File: src/rtl/eth_mac_cfg_req_pkg.sv
// Shared Ethernet ring/pipe types, packet constants and the MAC-config FSM state
// encoding used by the MAC-configuration initiator.
package eth_mac_cfg_req_pkg;

  localparam logic [7:0] MACPID        = 8'h4D;
  localparam logic [7:0] rstPacketType = 8'h01;
  localparam logic [7:0] ackPacketType = 8'h02;

  typedef enum logic [2:0] {
    tx_none,
    tx_start_empty,
    tx_start,
    slot_start,
    slot_data
  } eth_tx_stype_type;

  typedef enum logic [1:0] {
    rx_none,
    rx_start,
    rx_data
  } eth_rx_stype_type;

  typedef struct packed {
    logic [7:0]  pid;
    logic [7:0]  ptype;
    logic [15:0] seqnum;
  } eth_header_type;

  typedef struct packed {
    eth_tx_stype_type stype;
    eth_header_type   header;
    logic [31:0]      data;
  } eth_tx_ring_data_type;

  typedef struct packed {
    eth_rx_stype_type stype;
    eth_header_type   header;
    logic [31:0]      data;
  } eth_rx_pipe_data_type;

  typedef enum logic [2:0] {
    cfg_idle,
    cfg_wait_token,
    cfg_wait_append,
    cfg_send,
    cfg_wait_ack
  } mac_cfg_state_type;

  // Sequence numbers travel on the wire with their bytes swapped.
  function automatic logic [15:0] ldsts_big_endian(input logic [15:0] v);
    return {v[7:0], v[15:8]};
  endfunction

endpackage

File: src/rtl/eth_cfg_retry_timer.sv
// Ack timeout timer and retransmit counter for the MAC-configuration initiator.
module eth_cfg_retry_timer
  import eth_mac_cfg_req_pkg::*;
#(
  parameter int TIMEOUT_CYCLES = 1000000,
  parameter int MAX_RETRY      = 7
) (
  input  logic       clk,
  input  logic       reset_n,
  input  logic       timer_clr,
  input  logic       timer_tick,
  input  logic       retry_clr,
  input  logic       retry_inc,
  output logic       expired,
  output logic       exhausted,
  output logic [3:0] retry_cnt
);

  localparam int TW = $clog2(TIMEOUT_CYCLES + 1);
  localparam logic [TW-1:0] TIMER_LAST = TW'(TIMEOUT_CYCLES - 1);

  logic [TW-1:0] timer_q;

  always_ff @(posedge clk or negedge reset_n) begin
    if (!reset_n) begin
      timer_q   <= '0;
      retry_cnt <= 4'd0;
    end else begin
      if (timer_clr)       timer_q <= '0;
      else if (timer_tick) timer_q <= timer_q + 1'b1;

      if (retry_clr)      retry_cnt <= 4'd0;
      else if (retry_inc) retry_cnt <= retry_cnt + 4'd1;
    end
  end

  assign expired   = (timer_q == TIMER_LAST);
  assign exhausted = (retry_cnt >= 4'(MAX_RETRY));

endmodule

File: src/rtl/eth_mac_cfg_req.sv
// MAC-configuration initiator: injects a reset-type packet carrying a MAC onto the
// tx ring, waits for the matching ack on the rx pipe, retransmits on timeout.
module eth_mac_cfg_req
  import eth_mac_cfg_req_pkg::*;
#(
  parameter int TIMEOUT_CYCLES = 1000000,
  parameter int MAX_RETRY      = 7
) (
  input  logic                 clk,
  input  logic                 reset_n,
  // cfg_start is a one-cycle request honoured only while cfg_busy is low; each
  // accepted request ends with exactly one cfg_done or cfg_fail pulse.
  input  logic                 cfg_start,
  input  logic [47:0]          cfg_mac,
  output logic                 cfg_busy,
  output logic                 cfg_done,
  output logic                 cfg_fail,
  output logic [3:0]           retry_cnt,
  output logic [15:0]          seqnum,
  input  eth_rx_pipe_data_type rx_pipe_in,
  output eth_rx_pipe_data_type rx_pipe_out,
  input  eth_tx_ring_data_type tx_ring_in,
  output eth_tx_ring_data_type tx_ring_out,
  output mac_cfg_state_type    cfg_state
);

  mac_cfg_state_type    state_q, state_nxt;
  logic [1:0]           word_q, word_nxt;
  logic [47:0]          mac_q;
  logic [15:0]          seqnum_q;
  logic                 capture, done_nxt, fail_nxt, ovr_en;
  logic                 timer_clr, timer_tick, retry_clr, retry_inc;
  logic                 expired, exhausted, ack_match;
  logic [31:0]          send_word;
  eth_header_type       hdr;
  eth_tx_ring_data_type ovr;

  eth_cfg_retry_timer #(
    .TIMEOUT_CYCLES(TIMEOUT_CYCLES),
    .MAX_RETRY     (MAX_RETRY)
  ) u_retry_timer (
    .clk       (clk),
    .reset_n   (reset_n),
    .timer_clr (timer_clr),
    .timer_tick(timer_tick),
    .retry_clr (retry_clr),
    .retry_inc (retry_inc),
    .expired   (expired),
    .exhausted (exhausted),
    .retry_cnt (retry_cnt)
  );

  assign hdr = '{pid: MACPID, ptype: rstPacketType, seqnum: ldsts_big_endian(seqnum_q)};

  assign ack_match = (rx_pipe_in.stype == rx_start) &&
                     (rx_pipe_in.header.pid == MACPID) &&
                     (rx_pipe_in.header.ptype == ackPacketType) &&
                     (rx_pipe_in.header.seqnum == ldsts_big_endian(seqnum_q));

  // Frame body; the last word is the trailer, bit0 clear meaning not corrupted.
  always_comb begin
    send_word = 32'h0;
    case (word_q)
      2'd1:    send_word = {mac_q[15:0], 16'h0};
      2'd2:    send_word = mac_q[47:16];
      default: send_word = 32'h0;
    endcase
  end

  always_comb begin
    state_nxt  = state_q;
    word_nxt   = word_q;
    capture    = 1'b0;
    done_nxt   = 1'b0;
    fail_nxt   = 1'b0;
    timer_clr  = 1'b0;
    timer_tick = 1'b0;
    retry_clr  = 1'b0;
    retry_inc  = 1'b0;
    ovr_en     = 1'b0;
    ovr        = '{stype: tx_none, header: '0, data: '0};
    unique case (state_q)
      cfg_idle: begin
        if (cfg_start) begin
          capture   = 1'b1;
          retry_clr = 1'b1;
          state_nxt = cfg_wait_token;
        end
      end
      cfg_wait_token: begin
        if (tx_ring_in.stype == tx_start_empty) begin
          ovr_en     = 1'b1;
          ovr.stype  = tx_start;
          ovr.header = hdr;
          word_nxt   = 2'd0;
          state_nxt  = cfg_send;
        end else if (tx_ring_in.stype == tx_start) begin
          state_nxt = cfg_wait_append;
        end
      end
      cfg_wait_append: begin
        if (tx_ring_in.stype == tx_none) begin
          ovr_en     = 1'b1;
          ovr.stype  = slot_start;
          ovr.header = hdr;
          word_nxt   = 2'd0;
          state_nxt  = cfg_send;
        end
      end
      cfg_send: begin
        ovr_en    = 1'b1;
        ovr.stype = slot_data;
        ovr.data  = send_word;
        word_nxt  = word_q + 2'd1;
        if (word_q == 2'd3) begin
          timer_clr = 1'b1;
          state_nxt = cfg_wait_ack;
        end
      end
      cfg_wait_ack: begin
        // A matching ack wins over a simultaneous timeout.
        if (ack_match) begin
          done_nxt  = 1'b1;
          state_nxt = cfg_idle;
        end else if (expired) begin
          if (!exhausted) begin
            retry_inc = 1'b1;
            state_nxt = cfg_wait_token;
          end else begin
            fail_nxt  = 1'b1;
            state_nxt = cfg_idle;
          end
        end else begin
          timer_tick = 1'b1;
        end
      end
      default: state_nxt = cfg_idle;
    endcase
  end

  always_ff @(posedge clk or negedge reset_n) begin
    if (!reset_n) begin
      state_q     <= cfg_idle;
      word_q      <= 2'd0;
      mac_q       <= 48'h0;
      seqnum_q    <= 16'h0;
      cfg_done    <= 1'b0;
      cfg_fail    <= 1'b0;
      rx_pipe_out <= '{stype: rx_none, header: '0, data: '0};
      tx_ring_out <= '{stype: tx_none, header: '0, data: '0};
    end else begin
      state_q     <= state_nxt;
      word_q      <= word_nxt;
      cfg_done    <= done_nxt;
      cfg_fail    <= fail_nxt;
      rx_pipe_out <= rx_pipe_in;
      tx_ring_out <= ovr_en ? ovr : tx_ring_in;
      if (capture) begin
        mac_q    <= cfg_mac;
        seqnum_q <= seqnum_q + 16'd1;
      end
    end
  end

  assign cfg_busy  = (state_q != cfg_idle);
  assign seqnum    = seqnum_q;
  assign cfg_state = state_q;

endmodule

File: config.mk
export PLATFORM = sky130hd
export DESIGN_NAME = eth_mac_cfg_req
export DESIGN_NICKNAME = d
export VERILOG_FILES = /design/src/rtl/eth_mac_cfg_req_pkg.sv /design/src/rtl/eth_cfg_retry_timer.sv /design/src/rtl/eth_mac_cfg_req.sv
export SDC_FILE = /design/constraint.sdc
export NUM_CORES = 1
export LEC_CHECK = 0
export BUFFER_PORTS_ARGS = -buffer_cell sky130_fd_sc_hd__buf_2
export CAP_MARGIN = 20
export CORE_MARGIN = 3
export CORE_UTILIZATION = 40
export DETAILED_ROUTE_END_ITERATION = 10
export PLACE_DENSITY = 0.71
export SLEW_MARGIN = 20
export SYNTH_ARGS = -nofsm -noshare
export SYNTH_HDL_FRONTEND = slang
export SYNTH_SLANG_ARGS = --single-unit
export TNS_END_PERCENT = 20
File: constraint.sdc
create_clock -name clk -period 2.2 [get_ports clk]
set_input_delay 0.22 -clock clk [delete_from_list [all_inputs] [get_ports clk]]
set_output_delay 0.22 -clock clk [all_outputs]
set_load 0.01 [all_outputs]
==> results.cfg <==
[drt]
wl_per_cell_um = 17.7
drt-initial-drc-count = 438
wl_mm = 28.9
num_vias = 8035
ant_nets = 0
drc_errors = 0
viasPerCell = 4.94
dr.pass1.iters = 6

[synthesis]
syn_area_per_cell_um2 = 11.0
yosys.area.top_type = dfrtp_1
synth_edf_count = 0
synth_top_area_frac = 0.657
synth_cell_types = 50
synth-seq-cells = 228
seq_area_frac_synth = 0.657
ys.flop_type = dfrtp_1
syn-cell-area_um2 = 8690
syn-instance-count = 789
syn_nets = 979
synth.area.top_cells = dfrtp_1, nand2_1, xnor2_1, nand3_1, a22o_1
yosysWarnings = 0
synthArstFlopShare = 1.00

[worst_setup_path]
end_kind = flop
crit_fanout = 10
critPathLaunchType = flop
timing_worst_setup_path_type = reg -> reg
worst_ep_required_time_ns = 2.62
arrival_ns = 2.58

[timing]
hold_viol = 0
fin_ws_ns = 0.0388
finalCriticalPeriod_ns = 2.16
whs_ns = 0.0333
fin_setup_tns_ns = 0
setup_viol = 0
fin_crit_sh = 0.982
rsz0062_at_grt = true
maxSlewHeadroom = 0.418
finClkSkew_ns = 0.0133
worstMarginPinSlew_ns = 0.871
max_clock_freq_ghz = 0.463
slew_violations = 0

[final_layout]
nets = 1521
drive_above_1_share = 0.327
fillers = 1559
fin_util = 0.643
post-route-cell-area_um2 = 13600
final_cells = 1627
areaGrowthSynthToFinish_pct = 56.6

[floorplan]
dieArea_um2 = 23500
die_y_um = 153
die_w_um = 153
io-pin-count = 343
core_um2 = 21200
rows = 53
initial_core_util = 0.411

[power_and_ir_drop]
powerDensity_nw_per_um2 = 751
power.leakage_nw = 6.89
peakVddDrop_mv = 0.581
power_mw = 10.2

[clocking]
cts.clk_slew.worst_paths_ns = 0.06
cts_made_buffers = 24
h-tree-depth = 1
cts_max_path_buffers = 3
cts_setup_buffers = 0
clock_sinks = 228
cts_tree = done
clk_latency_ns = 0.51
cts-root-buf = clkbuf_16

[placement]
pre_cts_ws_ns = 0.0464
dpl.cell_count = 1402
finalWeightedCongestion = 0.874
post_dp_cell_area_um2 = 10900
dp_hpwl_mm = 17.8
port_buffers = 342

[global_routing]
grt-ovfl-total = 0
grt_usage = 0.239
grt_first_pass_wirelength_mm = 45.4
grt_pass1_vias = 8451
antenna_found_initial = 3
grt_max_degree = 81

[outcome]
status = completed

[flow_run]
cap_violations = 0

[worst_hold_path]
hold_path_class = in -> reg
==> area by class of cell <==
type | instances | area [µm²] | share of cell area
diodes | 3 | 7.51 | 0.000552
clock buffers | 33 | 686 | 0.0504
clock inverters | 11 | 164 | 0.0120
inverters | 8 | 30.0 | 0.00221
multi-input cells | 508 | 2830 | 0.208
flip-flops and latches | 228 | 5710 | 0.419
well taps | 275 | 344 | 0.0253
repair buffers | 561 | 3840 | 0.282
==> cell usage after synthesis, drive strengths merged, types with 6 or more instances <==
cell	n
a22oi	16
nand2	243
inv	8
mux2i	9
a22o	16
buf	9
and3	20
clkbuf	36
xnor2	35
xor2	7
nor2	26
ha	6
dfrtp	228
o21ai	27
nand4	12
a211oi	6
nand3	31
a21oi	9
==> sequential cells by signal, summed over array words and instances, names as in the netlist, 2 cells and up <==
signal and flops:
word_q 2, seqnum 16, u_retry_timer.timer_q 20, u_retry_timer.retry_cnt 4, mac_q 48, cfg_state 3
rx_pipe_out 66, tx_ring_out 67
==> routing by layer <==
metal	GRT usage	vias to the layer above	wire length, µm
met5	0	-	0
met4	0.0837	0	918
met3	0.0422	76	1700
met2	0.438	357	15400
met1	0.281	3889	10800
li1	-	3713	-
==> worst max-delay path, stage by stage (launching register included) <==
cell and delay (ns):
dfrtp_1 0.41, or4b_1 0.50, or4_4 0.57, o21ai_4 0.19
a21oi_4 0.09, nand2b_1 0.12, mux2i_1 0.20
==> where the power goes <==
group          internal [mW]  leakage, nW  switching [mW]
clock                   2.66        0.413            1.65
combinational          0.593         3.70           0.559
sequential              4.57         2.78           0.188
total                   7.82         6.89            2.39
==> repair_timing <==
| item | CTS | global route |
|---|---|---|
| gates resized for setup | 0 | 10 |
| endpoints found under the hold margin | 251 | 0 |
| hold buffers | 178 | 0 |
| endpoints found under the setup margin | 0 | 51 |
==> cells by family after synthesis <==
group / count (synthesis) / synth area share
AND/OR/NAND/NOR: 365 / 0.188
flip-flops: 228 / 0.657
AO/OA/AOI/OAI: 86 / 0.0697
buffers and inverters: 53 / 0.0240
XOR/XNOR: 42 / 0.0423
multiplexers: 9 / 0.0104
adder cells (fa/ha/maj): 6 / 0.00864
==> cells in the final DEF (no fill, tap or decap), types with 4 or more instances in the layout <==
cell type	n
clkbuf_1	5
nand2b_1	4
dlygate4sd3_1	178
a22oi_1	16
a211oi_1	6
nor2_1	24
clkbuf_16	25
clkinv_2	4
ha_1	6
nand3_1	30
bufinv_16	4
a22o_1	16
xor2_1	7
nand4_1	12
a2111oi_0	4
a21oi_1	7
nand2_1	243
mux2i_1	9
xnor2_1	35
inv_1	8
o21ai_0	25
and3_1	19
buf_4	38
dfrtp_1	226
buf_2	341
==> path summary, 6_finish.rpt <==
path	from	end	slack, ns	depth (start not counted)
min in group asynchronous	reset_n	tx_ring_out[47]	0.30	2
worst min-delay path	tx_ring_in[65]	tx_ring_out[65]	0.03	3
worst max-delay path	u_retry_timer.timer_q[8]	u_retry_timer.timer_q[6]	0.04	6
worst min register to register	mac_q[38]	mac_q[38]	0.47	2
worst max register to register	u_retry_timer.timer_q[8]	u_retry_timer.timer_q[6]	0.04	6
max in group asynchronous	reset_n	u_retry_timer.timer_q[7]	1.17	3
No activity file was read; power rests on OpenSTA's default activity.
